File: src/rtl/dfp_burst_adapter.sv
`default_nettype none
// +--------------------------------------------------------------------------+
// | dfp_burst_adapter: cache dfp line port <-> BURST_LEN-beat bmem bursts.   |
// | Optional PROTOCOL_CHECK_EN: sticky proto_err plus simulation $error.     |
// | Rev 1.0                                                                  |
// +--------------------------------------------------------------------------+
module dfp_burst_adapter #(
  parameter int BEAT_W    = 64,
  parameter int BURST_LEN = 4
) (
  input  logic                        clk,
  input  logic                        rst_n,
  input  logic [31:0]                 dfp_addr,
  input  logic                        dfp_read,
  input  logic                        dfp_write,
  input  logic [BEAT_W*BURST_LEN-1:0] dfp_wdata,
  output logic [BEAT_W*BURST_LEN-1:0] dfp_rdata,
  output logic                        dfp_resp,
  output logic [31:0]                 bmem_addr,
  output logic                        bmem_read,
  output logic                        bmem_write,
  output logic [BEAT_W-1:0]           bmem_wdata,
  input  logic                        bmem_ready,
  input  logic [31:0]                 bmem_raddr,
  input  logic [BEAT_W-1:0]           bmem_rdata,
  input  logic                        bmem_rvalid,
  output logic                        proto_err
);

  localparam int              LINE_W    = BEAT_W * BURST_LEN;
  localparam int              CNT_W     = (BURST_LEN > 1) ? $clog2(BURST_LEN) : 1;
  localparam logic [CNT_W-1:0] LAST_BEAT = CNT_W'(BURST_LEN - 1);
  localparam logic [31:0]     OFS_MASK  = 32'(LINE_W / 8 - 1);

  typedef enum logic [2:0] {
    IDLE    = 3'd0,
    RD_CMD  = 3'd1,
    RD_DATA = 3'd2,
    WR_DATA = 3'd3,
    RESP    = 3'd4
  } state_t;

  state_t            state, state_nxt;
  logic [CNT_W-1:0]  beat_cnt, beat_cnt_nxt;
  logic [31:0]       line_addr;
  logic [LINE_W-1:0] line_buf;
  logic [LINE_W-1:0] line_merged;

  // line_buf holds the write line during a write and the partial read line during a read
  always_comb begin
    line_merged = line_buf;
    line_merged[beat_cnt*BEAT_W +: BEAT_W] = bmem_rdata;
  end

  always_ff @(posedge clk or negedge rst_n) begin
    if (!rst_n) begin
      state     <= IDLE;
      beat_cnt  <= '0;
      line_addr <= '0;
      line_buf  <= '0;
      dfp_rdata <= '0;
    end else begin
      state    <= state_nxt;
      beat_cnt <= beat_cnt_nxt;
      if (state == IDLE && (dfp_read || dfp_write)) begin
        line_addr <= dfp_addr & ~OFS_MASK;
        if (dfp_write) line_buf <= dfp_wdata;
      end
      if (state == RD_DATA && bmem_rvalid) begin
        line_buf <= line_merged;
        if (beat_cnt == LAST_BEAT) dfp_rdata <= line_merged;
      end
    end
  end

  always_comb begin
    state_nxt    = state;
    beat_cnt_nxt = beat_cnt;
    bmem_read    = 1'b0;
    bmem_write   = 1'b0;
    bmem_addr    = '0;
    bmem_wdata   = '0;
    dfp_resp     = 1'b0;
    case (state)
      IDLE: begin
        beat_cnt_nxt = '0;
        // a pending writeback goes first; the held read is picked up after its RESP
        if (dfp_write)     state_nxt = WR_DATA;
        else if (dfp_read) state_nxt = RD_CMD;
      end
      RD_CMD: begin
        bmem_read = 1'b1;
        bmem_addr = line_addr;
        if (bmem_ready) begin
          state_nxt    = RD_DATA;
          beat_cnt_nxt = '0;
        end
      end
      RD_DATA: begin
        if (bmem_rvalid) begin
          beat_cnt_nxt = beat_cnt + CNT_W'(1);
          if (beat_cnt == LAST_BEAT) state_nxt = RESP;
        end
      end
      WR_DATA: begin
        bmem_write = 1'b1;
        bmem_addr  = line_addr;
        bmem_wdata = line_buf[beat_cnt*BEAT_W +: BEAT_W];
        if (bmem_ready) begin
          beat_cnt_nxt = beat_cnt + CNT_W'(1);
          if (beat_cnt == LAST_BEAT) state_nxt = RESP;
        end
      end
      RESP: begin
        dfp_resp  = 1'b1;
        state_nxt = IDLE;
      end
      default: state_nxt = IDLE;
    endcase
  end

`ifdef PROTOCOL_CHECK_EN
  logic ev_rvalid_outside, ev_raddr_bad, ev_both_req, ev_addr_chg, proto_ev, proto_err_r;

  always_comb begin
    ev_rvalid_outside = bmem_rvalid && (state != RD_DATA);
    ev_raddr_bad      = bmem_rvalid && (state == RD_DATA) && (bmem_raddr != line_addr);
    ev_both_req       = (state == IDLE) && dfp_read && dfp_write;
    ev_addr_chg       = (state != IDLE) && (dfp_read || dfp_write) &&
                        ((dfp_addr & ~OFS_MASK) != line_addr);
    proto_ev          = ev_rvalid_outside | ev_raddr_bad | ev_both_req | ev_addr_chg;
  end

  always_ff @(posedge clk or negedge rst_n) begin
    if (!rst_n)        proto_err_r <= 1'b0;
    else if (proto_ev) proto_err_r <= 1'b1;
  end

  assign proto_err = proto_err_r;

`ifndef SYNTHESIS
  always_ff @(posedge clk) begin
    if (rst_n && proto_ev)
      $error("dfp_burst_adapter protocol event: rvalid_outside=%0b raddr=%0b both=%0b addr_chg=%0b",
             ev_rvalid_outside, ev_raddr_bad, ev_both_req, ev_addr_chg);
  end
`endif
`else
  logic unused_raddr;
  assign unused_raddr = ^bmem_raddr;
  assign proto_err    = 1'b0;
`endif

endmodule
`default_nettype wire

File: config.mk
export PLATFORM = sky130hd
export DESIGN_NAME = dfp_burst_adapter
export DESIGN_NICKNAME = d
export VERILOG_FILES = /design/src/rtl/dfp_burst_adapter.sv
export SDC_FILE = /design/constraint.sdc
export NUM_CORES = 1
export LEC_CHECK = 0
export ABC_AREA = 1
export ABC_CLOCK_PERIOD_IN_PS = 3500
export CORE_AREA = 10 10 280 282
export CTS_CLUSTER_SIZE = 16
export DETAILED_ROUTE_END_ITERATION = 8
export DIE_AREA = 0 0 290 292
export DONT_BUFFER_PORTS = 1
export SLEW_MARGIN = 20
export SYNTH_ARGS = -nofsm -noshare
export SYNTH_HDL_FRONTEND = slang
export SYNTH_SLANG_ARGS = --single-unit
File: constraint.sdc
create_clock -name clk -period 3.5 [get_ports clk]
set_input_delay 0.7 -clock clk [delete_from_list [all_inputs] [get_ports clk]]
set_output_delay 0.7 -clock clk [all_outputs]
set_load 0.01 [all_outputs]
==> load_flow_metrics.sql, run 1 <==
INSERT INTO impl_metrics (metric_group, metric, value, unit) VALUES
('outcome', 'result_of_the_run', 'finished, violations left', ''),
('outcome', 'violations', 'hold timing, slew limit', ''),
('place', 'gp_congestion', '1.024', ''),
('flow_run', 'cap_violations', '0', ''),
('die', 'coreArea', '72590', 'µm²'),
('timing', 'fin_ws', '0.07229', 'ns'),
('drt', 'viasPerCell', '5.715', ''),
('yosys', 'asyncSetResetFlopFracSynth', '100.0', '%'),
('clocking', 'max_clock_buf_depth', '3', ''),
('timing', 'timing_max_transition_violations_final', '129', ''),
('drt', 'route.detailed.wl_per_inst', '28.19', 'µm'),
('yosys', 'synthesis.area', '29440', 'µm²'),
('timing', 'worst_slew_pin_slew', '1.766', 'ns'),
('place', 'place_worst_setup_slack', '0.5639', 'ns'),
('layout', 'fin_nets', '4553', ''),
('clocking', 'cts.sinks', '544', ''),
('clocking', 'cts_inserted_buffers', '68', ''),
('timing', 'period_share', '97.93', '%'),
('pwr', 'total_leakage_power', '0.01726', 'µW'),
('critical_path', 'critical_path.n_buffers_inverters', '4', ''),
('timing', 'hold_violations', '335', ''),
('yosys', 'average_cell_area_after_synthesis', '6.856', 'µm²'),
('yosys', 'number_of_enable_type_register_cells_in_the_synthesized_netlist', '0', ''),
('layout', 'most_common_cell_after_layout_fill_and_taps_aside', 'sky130_fd_sc_hd__nand2_1', ''),
('yosys', 'synth_sequential_area_ratio', '46.24', '%'),
('yosys', 'yosys.area_share.simple', '32.69', '%'),
('place', 'dp_hpwl', '103000', 'µm'),
('clocking', 'clkTransAtPathRegs', '0.06', 'ns'),
('yosys', 'synth.ff_latch_count', '544', ''),
('timing', 'maximum_operating_frequency', '291.7', 'MHz'),
('critical_path', 'worstSetupPathDepth', '7', ''),
('layout', 'final_layout_size_suffix_gt1_share', '5.773', '%'),
('timing', 'final-setup-viol-count', '0', ''),
('timing', 'final_layout_setup_total_negative_slack', '0', 'ns'),
('critical_path', 'cp-start-kind', 'flip-flop', ''),
('die', 'rows', '99', ''),
('die', 'initial_cell_density_of_the_core', '40.56', '%'),
('yosys', 'muxShareOfSynthArea', '0', '%'),
('critical_path', 'reg2reg_setup_slack', '0.59', 'ns'),
('clocking', 'clock_tree.root_cell', 'sky130_fd_sc_hd__clkbuf_16', ''),
('timing', 'period_minus_slack', '3.428', 'ns'),
('critical_path', 'end_kind', 'output pin', ''),
('critical_path', 'cp_top_family', 'buffers and inverters', ''),
('drt', 'detail_route.iter0.violations', '3621', ''),
('timing', 'maxSlewHeadroom', '-17.76', '%'),
('critical_path', 'worst_r2r_startpoint', 'beat_cnt[1]', ''),
('critical_path', 'worstPathRequired', '2.80', 'ns'),
('pwr', 'power.ir.vdd_worst', '0.0007719', 'V'),
('layout', 'layout.cells.most_common_list', 'sky130_fd_sc_hd__nand2_1, sky130_fd_sc_hd__dfrtp_1, sky130_fd_sc_hd__o21ai_0', ''),
('yosys', 'synth-main-ff-cell', 'sky130_fd_sc_hd__dfrtp_1', ''),
('drt', 'postRouteAntennaNets', '0', ''),
('die', 'num_io_pins', '746', ''),
('drt', 'drc_errors', '0', ''),
('critical_path', 'library_cell_contributing_the_largest_single_delay_on_the_critical_path', 'sky130_fd_sc_hd__dfrtp_4', ''),
('drt', 'vias', '29670', ''),
('pwr', 'cellPowerDensity', '988.7', 'nW/µm²'),
('place', 'buffer_ports.inserted', '0', ''),
('critical_path', 'setup.worst_path.end', 'bmem_wdata[4]', ''),
('clocking', 'cts_tree', 'done', ''),
('pwr', 'power.share.switching', '48.16', '%'),
('timing', 'unrepaired_setup_endpoints_after_global_routing', 'no', ''),
('yosys', 'synth.yosys.warnings', '0', ''),
('critical_path', 'critPathMaxStageDelay', '0.52', 'ns'),
('yosys', 'dominant_combinational_cell_family_by_area_after_synthesis', 'simple AND/OR/NAND/NOR gates', ''),
('hold_path', 'worst_hold_path_type', 'in2async', ''),
('timing', 'whs', '-0.1983', 'ns'),
('yosys', 'synth-compound-area-share', '11.53', '%'),
('drt', 'dr.pass1.iters', '6', ''),
('global_routing', 'number_of_global_route_vias_before_repair', '27600', ''),
('global_routing', 'grt_max_degree', '545', ''),
('critical_path', 'crit_path_max_fanout', '68', '');
-- power by group through the flow --
stage	Clock, µW	Combinational [µW]	Sequential, µW
floorplan	0	8920	10100
global placement	0	13600	10900
detailed placement	0	13700	10900
CTS	7500	13800	10900
global route	7740	15400	11100
finish	7400	14100	10900
-- how the worst min path moves through the flow --
| stage | start | endpoint | slack, ns | depth (start not counted) |
|---|---|---|---|---|
| floorplan | rst_n | beat_cnt[0] | 0.40 | 0 |
| global placement | rst_n | line_addr[25] | 0.42 | 0 |
| detailed placement | rst_n | line_addr[25] | 0.42 | 0 |
| CTS | rst_n | line_buf[177] | -0.24 | 0 |
| global route | rst_n | dfp_rdata[113] | -0.22 | 0 |
| finish | rst_n | dfp_rdata[184] | -0.20 | 0 |
-- per-stage QoR --
| step | util [%] | cell area, µm² | std cells |
|---|---|---|---|
| finish | 45.17 | 32790 | 5192 |
| global placement | 41.91 | 30420 | 5046 |
| global route | 45.14 | 32770 | 5184 |
| CTS | 45.08 | 32720 | 5168 |
| floorplan | - | 29460 | 4299 |
| detailed placement | 41.91 | 30420 | 5046 |
-- cells by family after synthesis --
logic type | count (synthesis)
AOI/OAI and AO/OA | 678
and+or+nand+nor | 2401
other | 1
adders and majority gates | 6
DFF | 544
buffers and inverters | 664
-- flip-flops by register name, indices dropped and copies added (netlist names) --
| register | cells |
|---|---|
| line_buf | 256 |
| state | 3 |
| dfp_rdata | 256 |
| beat_cnt | 2 |
| line_addr | 27 |
-- cell type report --
cell class,count,area [µm²]
antenna,24,60.06
clock inverter,28,356.6
timing repair buffer,93,1044
tap,959,1200
fill,7606,39800
clock buffer,94,1932
inverter,359,1371
sequential,544,13620
multi-input combinational,3091,13200
-- cell usage after synthesis, types with 2 or more instances --
cell type                  instances  area, µm²
sky130_fd_sc_hd__nand3b_1          2      15.01
sky130_fd_sc_hd__nor2_2            3      18.77
sky130_fd_sc_hd__nand3_1         434       2172
sky130_fd_sc_hd__o21ai_1          26      130.1
sky130_fd_sc_hd__a21oi_1         213       1066
sky130_fd_sc_hd__buf_2           118      590.6
sky130_fd_sc_hd__clkbuf_1        141      529.3
sky130_fd_sc_hd__ha_1              6      75.07
sky130_fd_sc_hd__inv_2             8      30.03
sky130_fd_sc_hd__nor2_1          219      822.0
sky130_fd_sc_hd__buf_4            22      165.2
sky130_fd_sc_hd__nand2_1        1727       6482
sky130_fd_sc_hd__dfrtp_1         544      13610
sky130_fd_sc_hd__inv_1           351       1318
sky130_fd_sc_hd__o21ai_0         439       2197
sky130_fd_sc_hd__or2_2            11      68.82
sky130_fd_sc_hd__buf_1            22      82.58
-- routing by layer --
layer  wire (µm)  GRT usage, %
met3       20330         13.91
met5         301             0
met4        5354         12.24
met1       59660         44.39
met2       60700         46.30
-- timing repair --
item / in CTS / in global routing
buffers inserted: 0 / 0
hold endpoints to repair: 544 / 544
gates resized for setup: 2 / 3
setup endpoints to repair: 2 / 7
Power figures use the tool's default switching activity.
==> run 2: changes to the inputs <==
- ABC_AREA: 1 -> default
- CORE_AREA: 10 10 280 282 -> 10 10 283 285
- DIE_AREA: 0 0 290 292 -> 0 0 293 295
==> load_flow_metrics.sql, run 2 <==
INSERT INTO impl_metrics (metric_group, metric, value, unit) VALUES
('timing', 'worst_slew_pin_slew', '2.546', 'ns'),
('global_routing', 'grt_max_degree', '545', ''),
('critical_path', 'timing.setup.critical_path_class', 'reg2out', ''),
('clocking', 'clkTransAtPathRegs', '0.06', 'ns'),
('timing', 'maximum_operating_frequency', '305.6', 'MHz'),
('critical_path', 'worstPathRequired', '2.80', 'ns'),
('global_routing', 'overflow', '0', ''),
('timing', 'worst_skew', '0.03191', 'ns'),
('pwr', 'internal-power', '19240', 'µW'),
('yosys', 'syn-instance-count', '3167', ''),
('pwr', 'total_leakage_power', '0.01305', 'µW'),
('pwr', 'pwr-share-seq', '37.8', '%'),
('pwr', 'design_power_total', '35280', 'µW'),
('critical_path', 'critPathMaxStageDelay', '0.63', 'ns'),
('flow_run', 'cap_violations', '0', ''),
('die', 'fp.dieArea', '86440', 'µm²'),
('critical_path', 'crit_path_max_fanout', '36', ''),
('outcome', 'violations', 'hold timing, slew limit', ''),
('global_routing', 'grt_antenna_before_repair', '21', ''),
('critical_path', 'library_cell_contributing_the_largest_single_delay_on_the_critical_path', 'sky130_fd_sc_hd__dfrtp_4', ''),
('clocking', 'cts.sinks', '544', ''),
('yosys', 'yosys.area.top_type_share', '47.89', '%'),
('layout', 'design_area', '31200', 'µm²'),
('yosys', 'average_cell_area_after_synthesis', '8.975', 'µm²'),
('yosys', 'synth_sequential_area_ratio', '47.89', '%'),
('outcome', 'result_of_the_run', 'finished, violations left', ''),
('drt', 'viasPerCell', '6.119', ''),
('place', 'gp_congestion', '0.8449', ''),
('layout', 'most_common_cell_after_layout_fill_and_taps_aside', 'sky130_fd_sc_hd__nor2_1', ''),
('drt', 'dr.pass1.iters', '6', ''),
('yosys', 'number_of_enable_type_register_cells_in_the_synthesized_netlist', '0', ''),
('critical_path', 'reg2reg_setup_slack', '0.61', 'ns'),
('timing', 'final-setup-viol-count', '0', ''),
('place', 'cell_count_post_placement', '3907', ''),
('clocking', 'clock_tree.root_cell', 'sky130_fd_sc_hd__clkbuf_16', ''),
('die', 'dieHeight', '295', 'µm'),
('clocking', 'ctsHtreeMaxLevel', '2', ''),
('pwr', 'clock_power_share', '17.9', '%'),
('yosys', 'synth-main-ff-cell', 'sky130_fd_sc_hd__dfrtp_1', ''),
('die', 'coreArea', '74200', 'µm²'),
('clocking', 'cts_tree', 'done', ''),
('place', 'placed_cell_area', '29250', 'µm²'),
('yosys', 'synth.area.top_cells', 'sky130_fd_sc_hd__dfrtp_1, sky130_fd_sc_hd__a21oi_1, sky130_fd_sc_hd__nor2_1', ''),
('timing', 'hold_violations', '130', ''),
('drt', 'route.detailed.wl_per_inst', '29.29', 'µm'),
('layout', 'final_layout_size_suffix_gt1_share', '9.718', '%'),
('layout', 'fin_cells', '4031', ''),
('die', 'num_io_pins', '746', ''),
('clocking', 'max_clock_buf_depth', '3', ''),
('die', 'initial_cell_density_of_the_core', '38.31', '%'),
('pwr', 'pwr-share-comb', '44.2', '%'),
('drt', 'drc_errors', '0', ''),
('layout', 'fillers', '7352', ''),
('yosys', 'synth_commonest_cells', 'sky130_fd_sc_hd__nor2_1, sky130_fd_sc_hd__dfrtp_1, sky130_fd_sc_hd__a21oi_1', ''),
('clocking', 'clock_insertion_delay_worst_skew', '0.63', 'ns'),
('yosys', 'synth.ff_latch_count', '544', ''),
('pwr', 'power.net_switching', '16040', 'µW'),
('layout', 'layout.cells.most_common_list', 'sky130_fd_sc_hd__nor2_1, sky130_fd_sc_hd__a21oi_1, sky130_fd_sc_hd__dfrtp_1', ''),
('drt', 'vias', '24670', ''),
('die', 'die_width', '293', 'µm'),
('yosys', 'synthDominantAreaCellType', 'sky130_fd_sc_hd__dfrtp_1', ''),
('yosys', 'yosys.cell_count.top_type', 'sky130_fd_sc_hd__nor2_1', ''),
('timing', 'period_share', '93.49', '%'),
('pwr', 'power.share.switching', '45.46', '%'),
('layout', 'ff_latch_area', '13620', 'µm²'),
('drt', 'drt_wl_total', '118100', 'µm'),
('timing', 'whs', '-0.2129', 'ns'),
('global_routing', 'number_of_global_route_vias_before_repair', '24170', ''),
('layout', 'syn2layout_area_growth', '9.754', '%'),
('critical_path', 'end_kind', 'output pin', ''),
('layout', 'reg_top3', 'dfp_rdata: 256 flops, line_buf: 256 flops, line_addr: 27 flops', ''),
('global_routing', 'grt_pass1_wl', '171300', 'µm'),
('place', 'buffer_ports.inserted', '0', ''),
('clocking', 'cts_resizes', '0', ''),
('layout', 'multi_input_comb_area', '13430', 'µm²'),
('die', 'rows', '100', ''),
('yosys', 'cell_variety_after_synth', '43', ''),
('place', 'dp_hpwl', '79190', 'µm'),
('clocking', 'cts_inserted_buffers', '60', ''),
('timing', 'final_layout_setup_total_negative_slack', '0', 'ns'),
('yosys', 'synthesis.area', '28420', 'µm²'),
('critical_path', 'arrival_time_of_data_at_the_critical_path_endpoint', '2.57', 'ns'),
('timing', 'timing_max_transition_violations_final', '313', ''),
('yosys', 'asyncSetResetFlopFracSynth', '100.0', '%'),
('pwr', 'cellPowerDensity', '1131', 'nW/µm²'),
('layout', 'fin_nets', '3396', ''),
('critical_path', 'timing.critical_path.cells', 'buf_12 > mux4_2 > and3_1', ''),
('hold_path', 'worst_hold_path_type', 'in2async', ''),
('timing', 'unrepaired_setup_endpoints_after_global_routing', 'no', ''),
('timing', 'period_minus_slack', '3.272', 'ns'),
('global_routing', 'grt_util_all_layers', '26.23', '%'),
('critical_path', 'cp-start-kind', 'flip-flop', ''),
('drt', 'postRouteAntennaNets', '0', ''),
('pwr', 'power.ir.vdd_worst', '0.0007330', 'V'),
('yosys', 'synth.yosys.warnings', '0', ''),
('drt', 'detail_route.iter0.violations', '2688', ''),
('timing', 'maxSlewHeadroom', '-69.74', '%');
-- run 2: changes by cell type after synthesis, sizes merged, moves of 64 or more --
| cell | delta |
|---|---|
| inv | -323 |
| and3 | +65 |
| mux4 | +64 |
| nand3 | -431 |
| nor2 | +454 |
| nor2b | +322 |
| o21ai | -463 |
| a21oi | +332 |
| nor3 | +194 |
| a31oi | +194 |
| nand2 | -1688 |
-- run 2: path summary, 6_finish.rpt --
check | from | end | depth (start not counted)
min reg2reg | line_addr[10] | line_addr[10] | 1
max | beat_cnt[0] | bmem_wdata[22] | 3
min in group clk | dfp_wdata[139] | line_buf[139] | 2
max in group asynchronous | rst_n | beat_cnt[1] | 0
min | rst_n | dfp_rdata[211] | 0
max reg2reg | beat_cnt[0] | line_buf[156] | 8
-- run 2: logic make-up (layout without fill, tap and decap cells) --
group                    after synthesis  in the layout  share of synthesized area (%)
AO/OA/AOI/OAI                        841            841                          17.20
adder cells (fa/ha/maj)                6              6                         0.2641
buffers and inverters                337            211                          5.520
flip-flops                           544            544                          47.89
multiplexers                          94             94                          6.246
other                                  1             22                        0.01319
AND/OR/NAND/NOR                     1344           1344                          22.87
-- run 2: cell type report --
cell class	instances	area share, %
flip-flops and latches	544	43.67
multi-input cells	2291	43.06
clock buffers	92	5.615
well taps	969	3.886
repair buffers	67	2.695
clock inverters	16	0.5134
inverters	36	0.4331
diodes	16	0.1283
-- run 2: per-stage QoR --
stage	worst slack [ns]	hold slack (ns)	utilization, %
after floorplan	0.8700	0.4044	-
after global placement	0.7056	0.4322	39.42
after detailed placement	0.6731	0.4343	39.42
after CTS	0.1666	-0.2429	41.99
after global routing	0.1342	-0.2638	42.04
final	0.2280	-0.2129	42.05
-- run 2: power groups by stage --
stage	logic (µW)	registers (µW)	clock network, µW
floorplan	11500	11800	0
global placement	15200	13400	0
detailed placement	15500	13400	0
CTS	15500	13300	6400
global route	17100	13700	6640
finish	15600	13400	6320
-- run 2: what timing repair did --
item | CTS | global route
endpoints found under the setup margin | 0 | 0
endpoints found under the hold margin | 544 | 544
setup buffers | 0 | 0
-- run 2: metal layers --
metal	track usage (%)	wire (µm)
met1	31.77	42820
met3	9.398	15080
met4	11.53	5072
met5	0	36
met2	41.69	55050
-- run 2: worst max-delay path: cells and delay by family, from the launching register on --
family,cells,cell delay [ns]
flops,1,0.63
mux,1,0.62
buf+inv,1,0.37
simple gates,1,0.26
